### src/rtl/uart_tx_mmio_pkg.sv
// Shared definitions for the memory-mapped UART block.
// Holds register offsets, the decode mask, status bit positions, the TX
// serializer state encoding and a small address-hit helper used by the top.
package pref_defines;

  localparam logic [31:0] UART_DATA_OFF  = 32'h0;
  localparam logic [31:0] UART_STAT_OFF  = 32'h4;
  localparam logic [31:0] UART_ADDR_MASK = 32'h0000_000C;

  localparam int unsigned UART_ST_BUSY  = 0;
  localparam int unsigned UART_ST_FULL  = 1;
  localparam int unsigned UART_ST_EMPTY = 2;
  localparam int unsigned UART_ST_OVF   = 3;

  typedef enum logic [1:0] {
    UART_IDLE,
    UART_START,
    UART_DATA,
    UART_STOP
  } uart_tx_state_t;

  // Only addr[3:0] takes part in decode: the word index comes from the mask
  // bits and the byte-lane bits must be zero.
  function automatic logic uart_hit(input logic [31:0] a, input logic [31:0] off);
    return ((a & UART_ADDR_MASK) == off) && (a[1:0] == 2'b00);
  endfunction

endpackage

### src/rtl/uart_tx_mmio_if.sv
// Bus-side register interface of the UART peripheral.
//   wr_en/rd_en : strobes already qualified for this peripheral
//   addr        : byte offset from the peripheral base
//   data_in     : write data
//   data_out    : registered read data
// master = bridge side, slave = peripheral side.
interface uart_tx_mmio_if;
  logic        wr_en;
  logic        rd_en;
  logic [31:0] addr;
  logic [31:0] data_in;
  logic [31:0] data_out;

  modport master (
    output wr_en, rd_en, addr, data_in,
    input  data_out
  );

  modport slave (
    input  wr_en, rd_en, addr, data_in,
    output data_out
  );
endinterface

### src/rtl/uart_tx_mmio_fifo.sv
// Synchronous FIFO used by the UART TX path (and reusable for RX).
//   clk, rst : clock, asynchronous active-high reset
//   push/din : write an entry (ignored when full unless a pop happens too)
//   pop      : remove the head entry (ignored when empty)
//   dout     : head entry, combinational, valid while not empty
//   full, empty, count : occupancy
module uart_tx_fifo #(
  parameter int unsigned DEPTH = 16,
  parameter int unsigned WIDTH = 8
) (
  input  logic                     clk,
  input  logic                     rst,
  input  logic                     push,
  input  logic                     pop,
  input  logic [WIDTH-1:0]         din,
  output logic [WIDTH-1:0]         dout,
  output logic                     full,
  output logic                     empty,
  output logic [$clog2(DEPTH):0]   count
);

  localparam int unsigned AW = $clog2(DEPTH);
  localparam int unsigned CW = AW + 1;

  logic [WIDTH-1:0] mem_q [DEPTH];
  logic [AW-1:0]    wr_ptr_q, wr_ptr_d;
  logic [AW-1:0]    rd_ptr_q, rd_ptr_d;
  logic [CW-1:0]    cnt_q, cnt_d;
  logic             do_push, do_pop;

  assign full    = (cnt_q == CW'(DEPTH));
  assign empty   = (cnt_q == '0);
  assign count   = cnt_q;
  assign dout    = mem_q[rd_ptr_q];

  // A pop in the same cycle frees the slot, so a push into a full FIFO is
  // still accepted then.
  assign do_pop  = pop && !empty;
  assign do_push = push && (!full || do_pop);

  always_comb begin
    wr_ptr_d = wr_ptr_q;
    rd_ptr_d = rd_ptr_q;
    cnt_d    = cnt_q;
    if (do_push) wr_ptr_d = wr_ptr_q + 1'b1;
    if (do_pop)  rd_ptr_d = rd_ptr_q + 1'b1;
    unique case ({do_push, do_pop})
      2'b10:   cnt_d = cnt_q + 1'b1;
      2'b01:   cnt_d = cnt_q - 1'b1;
      default: cnt_d = cnt_q;
    endcase
  end

  always_ff @(posedge clk or posedge rst) begin
    if (rst) begin
      wr_ptr_q <= '0;
      rd_ptr_q <= '0;
      cnt_q    <= '0;
    end else begin
      wr_ptr_q <= wr_ptr_d;
      rd_ptr_q <= rd_ptr_d;
      cnt_q    <= cnt_d;
    end
  end

  always_ff @(posedge clk) begin
    if (do_push) mem_q[wr_ptr_q] <= din;
  end

endmodule

### src/rtl/uart_tx_mmio.sv
// Memory-mapped 8N1 UART transmitter.
//   clk, rst : clock, asynchronous active-high reset
//   bus      : register interface (slave); stores at UART_DATA_OFF queue a
//              byte, reads at UART_STAT_OFF return busy/full/empty/overflow
//              and FIFO count, every other read returns 0
//   tx       : registered serial output, idle high
module uart_tx_mmio
  import pref_defines::*;
#(
  parameter int unsigned CLK_FREQ   = 50_000_000,
  parameter int unsigned BAUD       = 115200,
  parameter int unsigned FIFO_DEPTH = 16
) (
  input  logic           clk,
  input  logic           rst,
  uart_tx_mmio_if.slave  bus,
  output logic           tx
);

  localparam int unsigned DIV = CLK_FREQ / BAUD;
  localparam int unsigned BW  = (DIV > 1) ? $clog2(DIV) : 1;
  localparam int unsigned CW  = $clog2(FIFO_DEPTH) + 1;

  uart_tx_state_t state_q, state_d;
  logic [BW-1:0]  baud_q, baud_d;
  logic [2:0]     bit_q, bit_d;
  logic [7:0]     shift_q, shift_d;
  logic           tx_q, tx_d;
  logic           ovf_q, ovf_d;
  logic [31:0]    dout_q, dout_d;

  logic           fifo_push, fifo_pop, fifo_full, fifo_empty;
  logic [7:0]     fifo_dout;
  logic [CW-1:0]  fifo_count;

  logic           wr_data, rd_stat, ovf_wr, baud_end;
  logic [31:0]    stat;
  logic           unused_data_in;

  assign unused_data_in = ^bus.data_in[31:8];

  assign wr_data   = bus.wr_en && uart_hit(bus.addr, UART_DATA_OFF);
  assign rd_stat   = bus.rd_en && uart_hit(bus.addr, UART_STAT_OFF);
  assign fifo_push = wr_data;
  assign ovf_wr    = wr_data && fifo_full && !fifo_pop;
  assign baud_end  = (baud_q == BW'(DIV - 1));

  uart_tx_fifo #(
    .DEPTH (FIFO_DEPTH),
    .WIDTH (8)
  ) u_fifo (
    .clk   (clk),
    .rst   (rst),
    .push  (fifo_push),
    .pop   (fifo_pop),
    .din   (bus.data_in[7:0]),
    .dout  (fifo_dout),
    .full  (fifo_full),
    .empty (fifo_empty),
    .count (fifo_count)
  );

  always_comb begin
    state_d  = state_q;
    baud_d   = baud_q;
    bit_d    = bit_q;
    shift_d  = shift_q;
    fifo_pop = 1'b0;
    unique case (state_q)
      UART_IDLE: begin
        if (!fifo_empty) begin
          fifo_pop = 1'b1;
          shift_d  = fifo_dout;
          bit_d    = '0;
          baud_d   = '0;
          state_d  = UART_START;
        end
      end
      UART_START: begin
        if (baud_end) begin
          baud_d  = '0;
          state_d = UART_DATA;
        end else begin
          baud_d = baud_q + 1'b1;
        end
      end
      UART_DATA: begin
        if (baud_end) begin
          baud_d = '0;
          if (bit_q == 3'd7) begin
            state_d = UART_STOP;
          end else begin
            shift_d = {1'b0, shift_q[7:1]};
            bit_d   = bit_q + 1'b1;
          end
        end else begin
          baud_d = baud_q + 1'b1;
        end
      end
      UART_STOP: begin
        if (baud_end) begin
          baud_d = '0;
          if (!fifo_empty) begin
            fifo_pop = 1'b1;
            shift_d  = fifo_dout;
            bit_d    = '0;
            state_d  = UART_START;
          end else begin
            state_d = UART_IDLE;
          end
        end else begin
          baud_d = baud_q + 1'b1;
        end
      end
      default: state_d = UART_IDLE;
    endcase

    // tx is registered from the next state, so the line level changes on
    // the same edge as the state it belongs to.
    unique case (state_d)
      UART_START: tx_d = 1'b0;
      UART_DATA:  tx_d = shift_d[0];
      default:    tx_d = 1'b1;
    endcase
  end

  always_comb begin
    stat                = '0;
    stat[UART_ST_BUSY]  = (state_q != UART_IDLE);
    stat[UART_ST_FULL]  = fifo_full;
    stat[UART_ST_EMPTY] = fifo_empty;
    stat[UART_ST_OVF]   = ovf_q;
    stat[8 +: CW]       = fifo_count;
  end

  always_comb begin
    dout_d = dout_q;
    if (bus.rd_en) dout_d = rd_stat ? stat : '0;
    // A dropped write in the same cycle as the clearing read wins.
    ovf_d = ovf_q;
    if (rd_stat) ovf_d = 1'b0;
    if (ovf_wr)  ovf_d = 1'b1;
  end

  always_ff @(posedge clk or posedge rst) begin
    if (rst) begin
      state_q <= UART_IDLE;
      baud_q  <= '0;
      bit_q   <= '0;
      shift_q <= '0;
      tx_q    <= 1'b1;
      ovf_q   <= 1'b0;
      dout_q  <= '0;
    end else begin
      state_q <= state_d;
      baud_q  <= baud_d;
      bit_q   <= bit_d;
      shift_q <= shift_d;
      tx_q    <= tx_d;
      ovf_q   <= ovf_d;
      dout_q  <= dout_d;
    end
  end

  assign tx           = tx_q;
  assign bus.data_out = dout_q;

endmodule

### src/flat_wrapper.sv
// flat-port wrapper written by rule: the top's interface ports become plain ports
module uart_tx_mmio_flat import pref_defines::*;
#(
  parameter int unsigned CLK_FREQ   = 50_000_000,
  parameter int unsigned BAUD       = 115200,
  parameter int unsigned FIFO_DEPTH = 16
)
  (clk, rst, tx, bus_wr_en, bus_rd_en, bus_addr, bus_data_in, bus_data_out);
  uart_tx_mmio_if bus_i ();
  input  logic clk;
  input  logic rst;
  output logic tx;
  input wire logic [$bits(bus_i.wr_en)-1:0] bus_wr_en;
  input wire logic [$bits(bus_i.rd_en)-1:0] bus_rd_en;
  input wire logic [$bits(bus_i.addr)-1:0] bus_addr;
  input wire logic [$bits(bus_i.data_in)-1:0] bus_data_in;
  output wire logic [$bits(bus_i.data_out)-1:0] bus_data_out;
  assign bus_i.wr_en = bus_wr_en;
  assign bus_i.rd_en = bus_rd_en;
  assign bus_i.addr = bus_addr;
  assign bus_i.data_in = bus_data_in;
  assign bus_data_out = bus_i.data_out;
  uart_tx_mmio #(.CLK_FREQ(CLK_FREQ), .BAUD(BAUD), .FIFO_DEPTH(FIFO_DEPTH)) u_core (.clk(clk), .rst(rst), .bus(bus_i), .tx(tx));
endmodule
### config.mk
export PLATFORM = sky130hd
export DESIGN_NAME = uart_tx_mmio_flat
export DESIGN_NICKNAME = d
export VERILOG_FILES = /design/src/rtl/uart_tx_mmio_pkg.sv /design/src/rtl/uart_tx_mmio_if.sv /design/src/rtl/uart_tx_mmio_fifo.sv /design/src/rtl/uart_tx_mmio.sv /design/src/flat_wrapper.sv
export SDC_FILE = /design/constraint.sdc
export NUM_CORES = 1
export LEC_CHECK = 0
export BUFFER_PORTS_ARGS = -buffer_cell sky130_fd_sc_hd__buf_2
export CAP_MARGIN = 20
export CORE_UTILIZATION = 50
export CTS_CLUSTER_DIAMETER = 200
export CTS_CLUSTER_SIZE = 24
export DETAILED_ROUTE_END_ITERATION = 12
export GPL_TIMING_DRIVEN = 0
export PLACE_DENSITY = 0.73
export RECOVER_POWER = 25
export SYNTH_ARGS = -nofsm -noshare
export SYNTH_HDL_FRONTEND = slang
export SYNTH_SLANG_ARGS = --single-unit
### constraint.sdc
create_clock -name clk -period 3.4 [get_ports clk]
set_input_delay 0 -clock clk [delete_from_list [all_inputs] [get_ports clk]]
set_output_delay 0 -clock clk [all_outputs]
set_load 0.005 [all_outputs]
# [Word-level counts from Yosys, hierarchy flattened]
# Memories as Yosys holds them, arrays and structs flattened.
# Index checks and enable logic that the tools add are counted.
[totals] romBits=0 ramBits=128 n_memories=1 in_bits=68 reg_bits=69 word_cells=85 latch_bits=0 output_inout_bits=33
[mem_list] name="u_core.u_fifo.mem_q" words=16 width=8 rd=1 rd_ports_with_merged_regs=0 wr=1 line="uart_tx_mmio_fifo.sv:25" text="logic [WIDTH-1:0] mem_q [DEPTH];"
[op_classes] n_mul=0 div_mod_pow=0 bitwise_logic=0 muxes=30 eq_ne=15 n_shift=0 order_cmp=0 n_reduce_logical=22 add_sub_neg=6
[ops] cell="$logic_not A32 Y1" count=1
[ops] cell="$mux W8" count=4
[ops] cell="$pmux W8 S3" count=1
[ops] cell="$mux W9" count=2
[ops] cell="$pmux W9 S2" count=1
[ops] cell="$mux W13" count=1
[ops] cell="$mux W3" count=4
[ops] cell="$mux W2" count=5
[ops] cell="$pmux W5 S2" count=1
[ops] cell="$add A9 B1 Y9 const B" count=1
[ops] cell="$eq A9 B9 Y1 const B" count=1
[ops] cell="$pmux W3 S3" count=1
[ops] cell="$add A4 B1 Y4 const B" count=2
[ops] cell="$eq A2 B1 Y1 const B" count=4
[ops] cell="$eq A2 B2 Y1 const B" count=4
[ops] cell="$logic_and A1 B1 Y1" count=8
[ops] cell="$pmux W2 S4" count=1
[ops] cell="$mux W1" count=7
[ops] cell="$reduce_bool A2 Y1" count=3
[ops] cell="$add A5 B1 Y5 const B" count=1
[ops] cell="$eq A5 B5 Y1 const B" count=1
[ops] cell="$logic_not A5 Y1" count=1
[ops] cell="$sub A5 B1 Y5 const B" count=1
[ops] cell="$logic_not A2 Y1" count=2
[ops] cell="other kinds (10)" count=15

# [Logic depth before layout (Yosys ltp)]
# Gate-level depths: netlist of run 1.
[depth] word_depth=9 mapped_depth=14 mapped_depth_nobuf=13

# [Cells and area by module]
# From an unflattened synthesis of run 1, not the netlist that was laid out.
[hier_totals] hier_cells=500 hier_area_um2=7699.9
[modules_own_cells] module="uart_tx_fifo" cells_per_inst=298 area_each_um2=5754.3 seq_area_each_um2=4169.0 n_inst=1
[modules_own_cells] module="uart_tx_mmio" cells_per_inst=202 area_each_um2=1945.6 seq_area_each_um2=827.0 n_inst=1

# [Worst setup path after synthesis of run 1]
# No wires, ideal clock.
[synth_timing] path_kind="reg2reg" from="register u_core.baud_q[1]" to="register u_core.u_fifo.cnt_q[4], in the netlist u_core.u_fifo.count[4]" required_ps=3273 path_slack_ps=540 path_stages_with_launch=15 arrival_time_ps=2732 path_cell_list="dfrtp_1 inv_1 ha_1 and4b_1 buf_2 a31oi_4 nor3_2 nand2_2 fa_1 inv_1 a21o_1 a21oi_1 or3_1 a32oi_1 o21ai_1"
[synth_via] elab_chain_cells=8
[synth_rtl] element="start: declaration" line="uart_tx_mmio.sv:25" text="logic [BW-1:0] baud_q, baud_d;"
[synth_rtl] element="start signal: assignment" line="uart_tx_mmio.sv:156" text="baud_q <= baud_d;"
[synth_rtl] element="$eq A9 B9 Y1 (*)" line="uart_tx_mmio.sv:46" text="assign baud_end = (baud_q == BW'(DIV - 1));"
[synth_rtl] element="$mux W1 (*)" line="uart_tx_mmio.sv:101" text="if (baud_end) begin"
[synth_rtl] element="$pmux W1 S2 (*)" line="uart_tx_mmio.sv:69" text="unique case (state_q)"
[synth_rtl] element="$logic_and A1 B1 Y1 (*)" line="uart_tx_mmio_fifo.sv:38" text="assign do_pop = pop && !empty;"
[synth_rtl] element="$logic_or A1 B1 Y1" line="uart_tx_mmio_fifo.sv:39" text="assign do_push = push && (!full || do_pop);"
[synth_rtl] element="$logic_and A1 B1 Y1" line="uart_tx_mmio_fifo.sv:39"
[synth_rtl] element="$eq A2 B1 Y1 / $eq A2 B2 Y1 (equally long branches)" line="uart_tx_mmio_fifo.sv:47" text="unique case ({do_push, do_pop})"
[synth_rtl] element="$pmux W5 S2 / $reduce_bool A2 Y1 (equally long branches)"
[synth_rtl] element="end signal: assignment" line="uart_tx_mmio_fifo.sv:62" text="cnt_q <= cnt_d;"
[synth_rtl] element="end: declaration" line="uart_tx_mmio_fifo.sv:28" text="logic [CW-1:0] cnt_q, cnt_d;"
# Mark *: on every way between the ends. The rest lies on a longest branch, timed or not.
# A chain may end at the register's enable or synchronous reset.

# [Worst setup path in the final report of run 1]
# Same ends and word-level chain as after synthesis.

==> metrics, run 1 <==
total clock sinks=174; crit-path max FO=7; share of total power in the clock network=0.297; fmax=315 MHz; clk root buf=clkbuf_16; DR WL/cell=19.3 um; Max Slew Vio Count=0; number of diodes=0; Longest Clk Path Bufs=2; commonest non-fill, non-tap cells in the layout=edfxtp_1, dfrtp_1, mux4_2; # Post-CTS Setup Buffers=0; CP Cell Sequence=inv_1, ha_1, and4b_1, buf_2, a31oi_4, nor3_4, nand2_2, fa_1, inv_1, a21o_1, a21oi_1, or3_1, a32oi_1, o21ai_1; number of routed nets with antenna violations=0; combinational share of power=0.296; Post-Synthesis Cells=491; fin crit period=3.18 ns; Crit path arrival time=3.49 ns; DR DRC count=0; IO Port Bufs=25; CP max-delay cell=fa_1; die area=16000 sq um; actual slew at the worst max-slew pin=0.806 ns; worst relative slew slack=0.462; starting density of the core=0.511; share of post-route cells with drive strength above 1=0.235; Final TNS setup=0 ns; Die Y=126 um; net switching power of the design=2070 uW; drt first-iter violations=340; pwr/cell area=729 nW/um^2; via count=4381; nets@finish=653; pin count of the biggest net entering global routing=28; die span in x=126 um; Internal Power=4400 uW; leakage power=0.00335 uW; Overall Power=6470 uW; Worst EP required=3.71 ns; Cell variety after synth=65; post-synthesis sequential area ratio=0.646; vias in the first global route=4440; status=complete, no violations; max cap viols=0; Final period util=0.934; CP bufs+invs=3; Ys Warns=0; DP Wirelength=9830 um; Final Setup Violations=0; commonest non-fill, non-tap cell in the layout=edfxtp_1; r2r setup slk=0.22 ns; Flop pwr share=0.407; insertion delay to the later sink of the worst-skew pair=0.43 ns; placeable core area=15100 sq um; unrepaired setup endpoints after global routing=no; top_reg_cell synth=edfxtp_1; worst vdd ir=0.452 mV; Yosys reg bits=174; area grow syn2layout=14.6%; CTS tree=done; initial antenna violation count=0; syn_area_per_cell=15.8 sq um; Placer Congestion=0.794; total track usage=0.200; clock-pin slew on the worst setup and hold paths=0.07 ns; CP Capture Type=flip-flop; crit-path max cell delay=0.44 ns; clk_skew=0.0123 ns; CTS Buf Count=17; Post-synth EDFFs=128; critical path type=flip-flop to flip-flop; Setup crit start kind=flip-flop; Vias/cell=5.71; IO Pins=101; hold crit path type=input port to flip-flop; Mapped Area=7740 sq um; DR pass1 iterations=5; hold_ws=0.0290 ns; routed wire length=14800 um; Final Hold Viols=0; Core Rows=45; most used cell, CP=inv_1; Switching Share=0.320; Synth async-reset ratio=0.264; first-pass GRT wire length=23500 um; GRT overflow=0; CP top delay family=simple AND/OR/NAND/NOR gates; H-tree levels=4
## final timing paths
check,start,cells past startpoint,to
min in group asynchronous,rst,3,u_core.baud_q[2]$_DFFE_PP0P_
max in group asynchronous,rst,4,u_core.tx$_DFF_PP1_
worst min register to register,u_core.ovf_q$_DFFE_PP0P_,2,u_core.ovf_q$_DFFE_PP0P_
worst min-delay path,bus_rd_en,4,u_core.bus.data_out[10]$_DFFE_PP0P_
worst max register to register,u_core.baud_q[1]$_DFFE_PP0P_,14,u_core.u_fifo.count[4]$_DFFE_PP0P_
worst max-delay path,u_core.baud_q[1]$_DFFE_PP0P_,14,u_core.u_fifo.count[4]$_DFFE_PP0P_
## kinds of logic after synthesis
logic type      count (synthesis)  synth area share
flops                         174             0.646
simple gates                   99            0.0736
compound gates                 80            0.0805
buf+inv                        62            0.0454
mux                            46             0.111
fa+ha+maj                      19            0.0317
xor+xnor                       10            0.0113
other cells                     1          0.000485
## through the flow
step | cells | instance area, sq um | worst slack [ns] | util
after global routing | 767 | 8870 | 0.00603 | 0.585
after global placement | 726 | 8180 | 0.183 | 0.540
after detailed placement | 727 | 8200 | 0.0712 | 0.542
after floorplan | 513 | 7820 | 0.540 | -
final | 767 | 8870 | 0.224 | 0.585
after CTS | 768 | 8870 | 0.0388 | 0.586
## cell type report
type	count	area, sq um
timing repair buffer	35	228
inverter	22	82.6
sequential	174	5000
tap	188	235
clock inverter	15	155
fill	1147	6280
multi-input combinational	277	2480
clock buffer	17	425
buffer	39	265
## power groups by stage
stage	logic [uW]	registers [uW]	clock network, uW
after floorplan	1480	2630	0
after global placement	1850	2660	0
after detailed placement	1910	2670	0
after CTS	1920	2630	1940
after global routing	2090	2660	2020
final	1920	2630	1920
## metal layers
metal,global-route usage,share of wire
met4,0.0914,0.024
met2,0.318,0.49
met1,0.260,0.43
met3,0.0489,0.058
met5,0,0
## repair_timing
action | CTS | global route
gates resized for setup | 0 | 1
hold buffers | 9 | 0
endpoints found under the hold margin | 173 | 0
setup endpoints to repair | 0 | 1
## flip-flops by register name (all words and copies together) (netlist names), 2 cells and up
register                flops
u_core.u_fifo.rd_ptr_q      4
u_core.bus.data_out         9
u_core.shift_q              8
u_core.state_q              2
u_core.bit_q                3
u_core.u_fifo.mem_q       128
u_core.u_fifo.count         5
u_core.u_fifo.wr_ptr_q      4
u_core.baud_q               9
## synth_stat cells (4+ instances only)
cell type / number / area (sq um)
edfxtp_1: 128 / 3840
and2_1: 19 / 119
a21oi_1: 8 / 40.0
buf_4: 25 / 188
xnor2_1: 8 / 70.1
mux4_2: 31 / 698
and3_1: 7 / 43.8
ha_1: 18 / 225
o22ai_1: 8 / 50.1
clkbuf_1: 4 / 15.0
nor2_1: 9 / 33.8
a211oi_1: 12 / 90.1
buf_2: 8 / 40.0
a22o_1: 6 / 52.6
dfrtp_1: 45 / 1130
inv_1: 22 / 82.6
nor2b_1: 9 / 56.3
a221o_1: 6 / 60.1
nand2_1: 24 / 90.1
o21ai_0: 12 / 60.1
nand2b_1: 6 / 37.5
nor3_1: 4 / 20.0
o21ai_1: 6 / 30.0
nand3_1: 6 / 30.0
mux2i_1: 10 / 100
## worst register-to-register path, stage by stage (launching register included)
cell and delay [ns]:
dfrtp_1 0.41, inv_1 0.10, ha_1 0.14, and4b_1 0.18, buf_2 0.18, a31oi_4 0.17
nor3_4 0.32, nand2_2 0.15, fa_1 0.44, inv_1 0.07, a21o_1 0.11, a21oi_1 0.11
or3_1 0.35, a32oi_1 0.24, o21ai_1 0.09
Power figures use the tool's default switching activity.
==> run 2: changes to the inputs <==
clock period = 3.01 ns   (was 3.4 ns; I/O delays follow)
==> run 2 against run 1 <==
Sequential share of layout area shrank 0.72 points. First-iteration DRC count grew 1.2%. Critical path type unchanged. Worst setup slack lost 0.11 ns. Cell area grew 1.3%. Die area is the same. Critical endpoint unchanged. Maximum frequency grew 9.6%.
==> metrics, run 2 (same netlist as run 1, synthesis figures left out) <==
status=complete, no violations (unchanged); number of diodes=0 (unchanged); initial antenna violation count=0 (unchanged); dpl cells=727 (unchanged); Max Slew Vio Count=0 (unchanged); clk_skew=0.0123 ns (about the same); Die Y=126 um (unchanged); actual slew at the worst max-slew pin=0.808 ns (was 0.806 ns); register area=5000 sq um (about the same); Final TNS setup=0 ns (unchanged); clk root buf=clkbuf_16 (unchanged); crit-path max FO=4 (was 7); fmax=345 MHz (was 315 MHz); CP max-delay cell=dfrtp_1 (was fa_1); CTS Buf Count=17 (unchanged); vias in the first global route=4445 (was 4440); first-pass GRT wire length=23500 um (about the same); share of post-route cells with drive strength above 1=0.263 (was 0.235); area grow syn2layout=16.1% (was 14.6%); end of the worst register-to-register path=u_core.u_fifo.count[4]$_DFFE_PP0P_ (unchanged); Vias/cell=5.71 (about the same); via count=4433 (was 4381); Worst R2R Start=u_core.baud_q[1]$_DFFE_PP0P_ (unchanged); share of total power in the clock network=0.291 (was 0.297); die span in x=126 um (unchanged); worst vdd ir=0.512 mV (was 0.452 mV); nets@finish=663 (was 653); Longest Clk Path Bufs=2 (unchanged); IO Pins=101 (unchanged); placeable core area=15100 sq um (unchanged); commonest non-fill, non-tap cells in the layout=edfxtp_1, dfrtp_1, buf_4 (was edfxtp_1, dfrtp_1, mux4_2); Crit path arrival time=3.20 ns (was 3.49 ns); non-filler cells, final=777 (was 767); clock-pin slew on the worst setup and hold paths=0.07 ns (about the same); drt first-iter violations=344 (was 340); hold_sp=bus_rd_en (unchanged); total track usage=0.200 (about the same); number of routed nets with antenna violations=0 (unchanged); total clock sinks=174 (unchanged); CP top delay family=simple AND/OR/NAND/NOR gates (unchanged); max cap viols=0 (unchanged); Worst EP required=3.32 ns (was 3.71 ns); Min-Delay Endpoint=u_core.bus.data_out[10]$_DFFE_PP0P_ (unchanged); CP Capture Type=flip-flop (unchanged); routed wire length=15000 um (was 14800 um); r2r setup slk=0.11 ns (was 0.22 ns); met1 Use GR=0.261 (was 0.260); hold crit path type=input port to flip-flop (unchanged); die area=16000 sq um (unchanged); hold_ws=0.0251 ns (was 0.0290 ns); met2 global-route usage=0.319 (was 0.318); pwr/cell area=828 nW/um^2 (was 729 nW/um^2); Most Used Layer, Global Route=met2 (unchanged); GRT overflow=0 (unchanged); net switching power of the design=2380 uW (was 2070 uW); area of the multi-input gates=2510 sq um (was 2480 sq um); Fill cells=1134 (was 1147); Biggest register=u_core.u_fifo.mem_q (unchanged); combinational share of power=0.308 (was 0.296); Core Rows=45 (unchanged); reg2reg path depth=14 (unchanged); crit-path max cell delay=0.42 ns (was 0.44 ns); DR DRC count=0 (unchanged); fin crit period=2.90 ns (was 3.18 ns); critical path type=flip-flop to flip-flop (unchanged); Largest register FFs=128 (unchanged); worst relative slew slack=0.461 (was 0.462); CTS tree=done (unchanged); DR WL/cell=19.3 um (about the same); Final Hold Viols=0 (unchanged); Final period util=0.963 (was 0.934); pin count of the biggest net entering global routing=28 (unchanged); global routing usage on met3=0.0489 (unchanged); Overall Power=7430 uW (was 6470 uW); Worst Hold Depth=4 (unchanged); insertion delay to the later sink of the worst-skew pair=0.43 ns (about the same); DR pass1 iterations=5 (unchanged); most used cell, CP=inv_2 (was inv_1); Final Setup Violations=0 (unchanged); DP Wirelength=9830 um (unchanged); H-tree levels=4 (unchanged); Flop pwr share=0.401 (was 0.407); commonest non-fill, non-tap cell in the layout=edfxtp_1 (unchanged); Placer Congestion=0.794 (unchanged); starting density of the core=0.511 (unchanged); Setup crit start kind=flip-flop (unchanged); IO Port Bufs=25 (unchanged); Internal Power=5050 uW (was 4400 uW); leakage power=0.00340 uW (was 0.00335 uW); CP Cell Sequence=inv_2, ha_1, and4b_1, buf_6, a31oi_4, nor3_4, nand2_2, fa_2, inv_2, a21o_1, a21oi_2, or3_4, a32oi_2, o21ai_1 (was inv_1, ha_1, and4b_1, buf_2, a31oi_4, nor3_4, nand2_2, fa_1, inv_1, a21o_1, a21oi_1, or3_1, a32oi_1, o21ai_1); CP bufs+invs=3 (unchanged); Switching Share=0.320 (about the same)
## run 2: what timing repair did
action | 4_1_cts | 5_1_grt
pin swaps | 2 | 7
endpoints found under the hold margin | 173 | 0
gates resized for setup | 1 | 12
hold buffers | 9 | 0
setup endpoints to repair | 2 | 33
buffers inserted | 2 | 8
## run 2: layout make-up
cell class / count / share of cell area
sequential: 174 / 0.556
multi-input combinational: 277 / 0.280
clock buffer: 17 / 0.0474
timing repair buffer: 45 / 0.0337
buffer: 39 / 0.0302
tap: 188 / 0.0262
clock inverter: 15 / 0.0173
inverter: 22 / 0.00919
## run 2: how the worst max path moves through the flow
stage,startpoint,end,depth (start not counted)
3_5_place_dp,u_core.state_q[0]$_DFF_PP0_,u_core.u_fifo.count[4]$_DFFE_PP0P_,13
2_1_floorplan,u_core.baud_q[1]$_DFFE_PP0P_,u_core.u_fifo.count[4]$_DFFE_PP0P_,14
5_1_grt,u_core.baud_q[1]$_DFFE_PP0P_,u_core.u_fifo.count[4]$_DFFE_PP0P_,14
6_report,u_core.baud_q[1]$_DFFE_PP0P_,u_core.u_fifo.count[4]$_DFFE_PP0P_,14
4_1_cts,u_core.baud_q[1]$_DFFE_PP0P_,u_core.u_fifo.count[4]$_DFFE_PP0P_,14
3_3_place_gp,u_core.state_q[0]$_DFF_PP0_,u_core.u_fifo.count[4]$_DFFE_PP0P_,13
## run 2: metal layers
metal  up-vias  share of wire
met4         0          0.026
met3        26          0.060
met1      2232           0.42
met2       162           0.49
met5         -              0
li1       2013              -
## run 2: power by group through the flow
stage                     sequential, uW  clock, uW  combinational (uW)
after detailed placement            3020          0                2160
after global routing                3010       2290                2490
final                               2980       2160                2290
after CTS                           2970       2190                2200
after floorplan                     2970          0                1670
after global placement              3010          0                2090
## run 2: worst reg2reg max path, stage by stage, from the launching register on
cell and delay, ns:
dfrtp_1 0.42, inv_2 0.08, ha_1 0.13, and4b_1 0.21
buf_6 0.11, a31oi_4 0.12, nor3_4 0.22, nand2_2 0.13
fa_2 0.42, inv_2 0.05, a21o_1 0.12, a21oi_2 0.08
or3_4 0.38, a32oi_2 0.22, o21ai_1 0.09
## run 2: stage by stage
stage	area [sq um]	util	setup slack [ns]
2_1_floorplan	7820	-	0.150
3_3_place_gp	8180	0.540	-0.207
3_5_place_dp	8200	0.542	-0.319
4_1_cts	8890	0.587	0.00783
5_1_grt	8980	0.593	-0.0163
6_report	8980	0.593	0.113
